## src/rtl/loader_pkg.sv

```systemverilog
// Shared definitions for the serial program loader: frame FSM state
// encoding and the default frame start marker.
package loader_pkg;

  typedef enum logic [2:0] {
    IDLE,
    LEN,
    DATA_LO,
    DATA_HI,
    CSUM
  } loader_state_t;

  localparam logic [7:0] SYNC_BYTE_DEFAULT = 8'hA5;

endpackage

```

## src/rtl/loader_uart_rx.sv

```systemverilog
// ce-driven 8N1 receiver, LSB first, idle-high line. Emits a one-clock
// o_valid pulse for a good byte and a one-clock o_frame_err pulse when the
// stop bit samples low.
module loader_uart_rx #(
  parameter int CLKS_PER_BIT = 8
) (
  input  logic       clk,
  input  logic       reset_n,
  input  logic       ce,
  input  logic       rxd,
  output logic [7:0] o_byte,
  output logic       o_valid,
  output logic       o_frame_err
);

  localparam int CW = $clog2(CLKS_PER_BIT + 1);

  typedef enum logic [1:0] {RX_IDLE, RX_START, RX_DATA, RX_STOP} rx_state_t;

  rx_state_t     st;
  rx_state_t     st_next;
  logic          rxd_p0;
  logic          rxd_p1;
  logic [CW-1:0] cnt;
  logic [2:0]    bit_idx;
  logic [7:0]    shift_q;
  logic          half_hit;
  logic          full_hit;
  logic          shift_en;
  logic          stop_ok;
  logic          stop_bad;
  logic          cnt_clr;

  assign half_hit = ce && (cnt == CW'(CLKS_PER_BIT / 2 - 1));
  assign full_hit = ce && (cnt == CW'(CLKS_PER_BIT - 1));
  assign o_byte   = shift_q;

  // Two-flop synchroniser on the asynchronous serial line; idles high.
  always_ff @(posedge clk) begin
    if (!reset_n) begin
      rxd_p0 <= 1'b1;
      rxd_p1 <= 1'b1;
    end else begin
      rxd_p0 <= rxd;
      rxd_p1 <= rxd_p0;
    end
  end

  // Receiver state register.
  always_ff @(posedge clk) begin
    if (!reset_n) st <= RX_IDLE;
    else          st <= st_next;
  end

  // Next state: detect start, confirm it at half a bit, then whole-bit steps.
  always_comb begin
    st_next = st;
    case (st)
      RX_IDLE:  if (ce && !rxd_p1) st_next = RX_START;
      RX_START: if (half_hit) st_next = rxd_p1 ? RX_IDLE : RX_DATA;
      RX_DATA:  if (full_hit && bit_idx == 3'd7) st_next = RX_STOP;
      RX_STOP:  if (full_hit) st_next = RX_IDLE;
      default:  st_next = RX_IDLE;
    endcase
  end

  // Per-state strobes: sample data bits, judge the stop bit, restart timing.
  always_comb begin
    shift_en = (st == RX_DATA) && full_hit;
    stop_ok  = (st == RX_STOP) && full_hit && rxd_p1;
    stop_bad = (st == RX_STOP) && full_hit && !rxd_p1;
    cnt_clr  = (st == RX_IDLE) || (st_next != st) || full_hit;
  end

  // Bit-timing counter, bit index and the single-clock result pulses.
  always_ff @(posedge clk) begin
    if (!reset_n) begin
      cnt         <= '0;
      bit_idx     <= '0;
      o_valid     <= 1'b0;
      o_frame_err <= 1'b0;
    end else begin
      if (cnt_clr)   cnt <= '0;
      else if (ce)   cnt <= cnt + CW'(1);
      if (st != RX_DATA) bit_idx <= '0;
      else if (shift_en) bit_idx <= bit_idx + 3'd1;
      o_valid     <= stop_ok;
      o_frame_err <= stop_bad;
    end
  end

  // Data shift register, filled LSB first from the top.
  always_ff @(posedge clk) begin
    if (shift_en) shift_q <= {rxd_p1, shift_q[7:1]};
  end

endmodule

```

## src/rtl/prog_loader.sv

```systemverilog
// Serial program loader: receives a framed image (SYNC, LEN, LEN x {lo, hi},
// CSUM), writes 12-bit words into main memory and holds the core in reset
// until a frame is accepted. Checksum comparison is enabled by defining
// PROG_LOADER_CHECKSUM_EN; otherwise the CSUM byte is consumed unchecked.
module prog_loader
  import loader_pkg::*;
#(
  parameter int          CLKS_PER_BIT  = 8,
  parameter logic [11:0] BASE_ADDR     = 12'h000,
  parameter int          TIMEOUT_TICKS = 4096,
  parameter logic [7:0]  SYNC_BYTE     = SYNC_BYTE_DEFAULT
) (
  input  logic        clk,
  input  logic        reset_n,
  input  logic        ce,
  input  logic        rxd,
  output logic [11:0] mem_addr,
  output logic [11:0] mem_data,
  output logic        mem_we,
  output logic        core_hold,
  output logic        load_done,
  output logic        load_error,
  output logic [7:0]  words_loaded
);

  localparam int TW = $clog2(TIMEOUT_TICKS + 1);

  function automatic logic [7:0] csum_next(input logic [7:0] acc, input logic [7:0] b);
    return acc ^ b;
  endfunction

  logic [7:0]    rx_byte;
  logic          rx_valid;
  logic          rx_ferr;
  loader_state_t state;
  loader_state_t state_next;
  logic [TW-1:0] tcnt;
  logic          timeout;
  logic          abort;
  logic          last_word;
  logic          start_frame;
  logic          latch_len;
  logic          take_lo;
  logic          do_write;
  logic          set_done;
  logic          set_err;
  logic [7:0]    len_q;
  logic [7:0]    lo_q;
  logic [7:0]    csum_q;

  loader_uart_rx #(
    .CLKS_PER_BIT (CLKS_PER_BIT)
  ) u_rx (
    .clk         (clk),
    .reset_n     (reset_n),
    .ce          (ce),
    .rxd         (rxd),
    .o_byte      (rx_byte),
    .o_valid     (rx_valid),
    .o_frame_err (rx_ferr)
  );

  // A byte arriving on the same tick as the timeout wins over the timeout.
  assign timeout   = (state != IDLE) && ce && (tcnt == TW'(TIMEOUT_TICKS - 1));
  assign abort     = rx_ferr || (timeout && !rx_valid);
  assign last_word = ((words_loaded + 8'd1) == len_q);

  // Frame state register.
  always_ff @(posedge clk) begin
    if (!reset_n) state <= IDLE;
    else          state <= state_next;
  end

  // Next state: walk the frame byte by byte; any in-frame fault drops to IDLE.
  always_comb begin
    state_next = state;
    if (state == IDLE) begin
      if (rx_valid && rx_byte == SYNC_BYTE) state_next = LEN;
    end else if (abort) begin
      state_next = IDLE;
    end else if (rx_valid) begin
      case (state)
        LEN:     state_next = (rx_byte == 8'd0) ? IDLE : DATA_LO;
        DATA_LO: state_next = DATA_HI;
        DATA_HI: state_next = last_word ? CSUM : DATA_LO;
        CSUM:    state_next = IDLE;
        default: state_next = IDLE;
      endcase
    end
  end

  // Output strobes driving the datapath and status registers.
  always_comb begin
    start_frame = 1'b0;
    latch_len   = 1'b0;
    take_lo     = 1'b0;
    do_write    = 1'b0;
    set_done    = 1'b0;
    set_err     = 1'b0;
    if (state == IDLE) begin
      start_frame = rx_valid && (rx_byte == SYNC_BYTE);
    end else if (abort) begin
      set_err = 1'b1;
    end else if (rx_valid) begin
      case (state)
        LEN: begin
          if (rx_byte == 8'd0) set_err   = 1'b1;
          else                 latch_len = 1'b1;
        end
        DATA_LO: take_lo  = 1'b1;
        DATA_HI: do_write = 1'b1;
        CSUM: begin
`ifdef PROG_LOADER_CHECKSUM_EN
          if (rx_byte == csum_q) set_done = 1'b1;
          else                   set_err  = 1'b1;
`else
          set_done = 1'b1;
`endif
        end
        default: ;
      endcase
    end
  end

  // Inter-byte timeout counter, running only inside a frame.
  always_ff @(posedge clk) begin
    if (!reset_n || state == IDLE || rx_valid || rx_ferr) tcnt <= '0;
    else if (ce)                                          tcnt <= tcnt + TW'(1);
  end

  // Memory write port, word counter and sticky status flags.
  always_ff @(posedge clk) begin
    if (!reset_n) begin
      mem_we       <= 1'b0;
      mem_addr     <= BASE_ADDR;
      mem_data     <= 12'h000;
      core_hold    <= 1'b1;
      load_done    <= 1'b0;
      load_error   <= 1'b0;
      words_loaded <= 8'd0;
    end else begin
      mem_we <= do_write;
      if (do_write) begin
        mem_addr     <= BASE_ADDR + {4'h0, words_loaded};
        mem_data     <= {rx_byte[3:0], lo_q};
        words_loaded <= words_loaded + 8'd1;
      end
      if (start_frame) begin
        load_done    <= 1'b0;
        load_error   <= 1'b0;
        words_loaded <= 8'd0;
        core_hold    <= 1'b1;
      end
      if (set_done) begin
        load_done <= 1'b1;
        core_hold <= 1'b0;
      end
      if (set_err) load_error <= 1'b1;
    end
  end

  // Frame datapath: length, pending low byte and running checksum.
  always_ff @(posedge clk) begin
    if (latch_len) begin
      len_q  <= rx_byte;
      csum_q <= rx_byte;
    end
    if (take_lo) begin
      lo_q   <= rx_byte;
      csum_q <= csum_next(csum_q, rx_byte);
    end
    if (do_write) csum_q <= csum_next(csum_q, rx_byte);
  end

endmodule

```

## config.mk

```make
export PLATFORM = sky130hd
export DESIGN_NAME = prog_loader
export DESIGN_NICKNAME = d
export VERILOG_FILES = /design/src/rtl/loader_pkg.sv /design/src/rtl/loader_uart_rx.sv /design/src/rtl/prog_loader.sv
export SDC_FILE = /design/constraint.sdc
export NUM_CORES = 1
export LEC_CHECK = 0
export ABC_AREA = 0
export CAP_MARGIN = 15
export CORE_MARGIN = 4
export CORE_UTILIZATION = 50
export CTS_CLUSTER_SIZE = 10
export DETAILED_ROUTE_END_ITERATION = 16
export PLACE_DENSITY = 0.77
export SYNTH_ARGS = -nofsm -noshare
export SYNTH_HDL_FRONTEND = slang
export SYNTH_SLANG_ARGS = --single-unit
```

## constraint.sdc

```tcl
create_clock -name clk -period 2.2 [get_ports clk]
set_input_delay 0.55 -clock clk [delete_from_list [all_inputs] [get_ports clk]]
set_output_delay 0.55 -clock clk [all_outputs]
set_load 0.01 [all_outputs]
```

==> flow_summary.ini <==
[floorplanning]
die_area_sq_mm = 0.008528
core_area_sq_mm = 0.006869
die_y_um = 92.35
row_count = 30
start_util_pct = 51.79
io_pins = 40
die_w_um = 92.35

[logic_synthesis]
synth_largest_area_cell = dfxtp_1
synth-edff-count = 24
synth_area_per_cell_sq_um = 9.936
synthCells = 358
async_reset_ff_share_pct = 0
synthesis.area_sq_mm = 0.003557
ys_top_cells_by_area = dfxtp_1 34%, edfxtp_1 20%, nand2_1 6.6%
ys_warn_count = 0
synth-seq-area-share_pct = 54.59
ys_ff_latch = 85
synth_flop_cell = dfxtp_1
synth_cell_types = 50
synth_top_area_share_pct = 34.33

[setup_path]
worst-r2r-setup-slack_ps = 290
worst_setup_path_start_kind = register
worstSetupPathType = register to primary output
cp_top_family = buffers and inverters
worstPathArrival_ps = 1460
end_kind = primary output
crit_fanout = 8
reg2reg_depth = 7
crit_required_ps = 1650
timing.rr.end = state[1]$_SDFFE_PN0P_
cp_num_buf_inv = 1
crit_path_max_incr_delay_ps = 600
r2r_start = words_loaded[0]$_SDFFE_PP0P_
crit_chain = clkdlybuf4s50_1
cp_slowest_cell = clkdlybuf4s50_1
cp.depth = 1

[route]
wirelength_um = 6775
drc = 0
drt-met1-wl_um = 3007
ant_nets = 0
wire_per_inst_um = 13.42
drtIter0Drc = 134
met2WireLength_um = 3346
via_per_inst = 5.257
num_vias = 2655
top_layer = met4
drtPass1Iterations = 4
dr_wl_met3_um = 284

[sta]
rsz0062_at_grt = no
fin_skew_ps = 13.02
fmax_mhz = 496.8
period_needed_ps = 2013
fin_hold_ws_ps = 410.4
timing.setup.tns_ps = 0
slew_violations = 0
setup_viol = 0
final_hold_viol_count = 0
finalCritPeriodShare_pct = 91.49

[power]
power.leakage_uw = 0.001453
power.density_mw_per_mm2 = 632.0
irDropWorstVdd_uv = 405.4

[layout]
instances_no_fill = 505
final_cell_mix = 63 x nand2_1, 61 x dfxtp_1, 35 x clkdlybuf4s50_1, 29 x nor2_1, 24 x edfxtp_1
area.sequential_sq_mm = 0.001942
num_antenna_cells = 0
layout_commonest_cell = nand2_1
fillers = 577
layout.nets = 413
drive_above_1_share_pct = 9.535
syn2layout_area_growth_pct = 19.06
multi_input_area_sq_mm = 0.001493

[min_path]
holdPathEnd = u_rx.rxd_p1$_SDFF_PN1_
hold_class = register to register
min_from = u_rx.rxd_p0$_SDFF_PN1_
worst_hold_path.num_cells = 1

[global_routing]
grt_max_degree = 20
track_usage_pct = 16.59
grt_pass1_wl_um = 11430
antenna_found_initial = 0
grt_pass1_vias = 2518
grt.overflow.total = 0

[run_status]
status = finished, final reports clean

[clock_tree]
cts_buffers = 9
cts_setup_buffers = 0
clk_latency_ps = 350
clk_pin_slew_ps = 80
cts_tree = built
cts_root_buf = clkbuf_8
cts.sinks = 85
cts-htree-levels = 3
cts_resized = 0
clockBufferDepth = 2
holdBufCountCts = 0

[place]
place.gp.congestion = 0.9012
io_buffers = 35
hpwlAfterDp_um = 4724
dp.cells = 488

[job]
max-cap-violations = 0
==> metal layers <==
metal  vias to the layer above  global-route usage, %
met3                        15                  3.656
met5                         -                      0
met2                        55                  28.16
li1                       1323                      -
met4                         0                  7.426
met1                      1262                  20.15
==> per-stage QoR <==
| step | setup WS [ps] | power (uW) | area [sq um] | utilization (%) |
|---|---|---|---|---|
| finish | 187.2 | 2677 | 4235 | 61.66 |
| global route | 57.24 | 2782 | 4235 | 61.66 |
| CTS | 125.2 | 2711 | 4230 | 61.58 |
| detailed placement | 40.99 | 1681 | 4044 | 58.87 |
| global placement | 78.24 | 1679 | 4044 | 58.87 |
| floorplan | 150.6 | 1671 | 3573 | - |
==> registers in the layout (all words and copies together) (netlist names), 2 cells and up <==
name,count
len_q,8
mem_data,12
words_loaded,8
u_rx.o_byte,8
u_rx.cnt,4
mem_addr,8
u_rx.bit_idx,3
lo_q,8
u_rx.st,2
state,3
tcnt,13
==> worst max-delay path by stage <==
stage | startpoint | to
finish | words_loaded[2]$_SDFFE_PP0P_ | words_loaded[2]
global route | words_loaded[0]$_SDFFE_PP0P_ | state[1]$_SDFFE_PN0P_
CTS | state[2]$_SDFFE_PN0P_ | len_q[5]$_DFFE_PP_
detailed placement | ce | state[2]$_SDFFE_PN0P_
global placement | ce | state[2]$_SDFFE_PN0P_
floorplan | ce | u_rx.o_byte[0]$_DFFE_PP_
==> synthesized netlist by cell type, types with 2 or more instances <==
master / n
o21ai_0: 14
ha_1: 5
a21oi_1: 10
edfxtp_1: 24
xnor2_1: 11
or3_1: 4
a21boi_0: 21
clkbuf_1: 8
nand3b_1: 3
inv_1: 5
mux2i_1: 2
nand2_1: 63
a221oi_1: 2
and3_1: 4
nor4_1: 3
buf_6: 3
nand3_1: 11
o2bb2ai_1: 2
and2b_1: 2
buf_4: 5
nand2b_1: 3
buf_2: 2
nand4_1: 7
nor3_1: 6
nor2b_1: 5
nor3b_1: 3
dfxtp_1: 61
xor2_1: 17
and4_1: 3
nor2_1: 29
==> worst reg2reg max path: cells and delay by family (launching register included) <==
kind	cells	cell delay, ps
xor+xnor	1	160
flops	1	470
compound gates	2	260
fa+ha+maj	1	350
simple gates	3	550
==> layout make-up <==
cell class | count | area share [%]
flip-flops and latches | 85 | 45.85
multi-input cells | 251 | 35.24
repair buffers | 52 | 11.23
clock buffers | 12 | 3.693
well taps | 96 | 2.836
clock inverters | 4 | 0.7090
inverters | 5 | 0.4431
==> power by group <==
part,internal (uW),switching (uW)
clock network,484,548
registers,1600,2.85
logic,18.7,22.6
total,2100,574
==> kinds of logic (layout without fill, tap and decap cells) <==
kind of cell | Yosys count | after routing | share of synthesized area (%)
compound gates | 57 | 57 | 10.98
xor+xnor | 28 | 28 | 6.894
fa+ha+maj | 5 | 5 | 1.759
buf+inv | 25 | 73 | 3.904
flops | 85 | 85 | 54.59
mux | 2 | 2 | 0.5628
other cells | 1 | 4 | 0.1054
simple gates | 155 | 155 | 21.21
(Power assumes the default switching activity.)
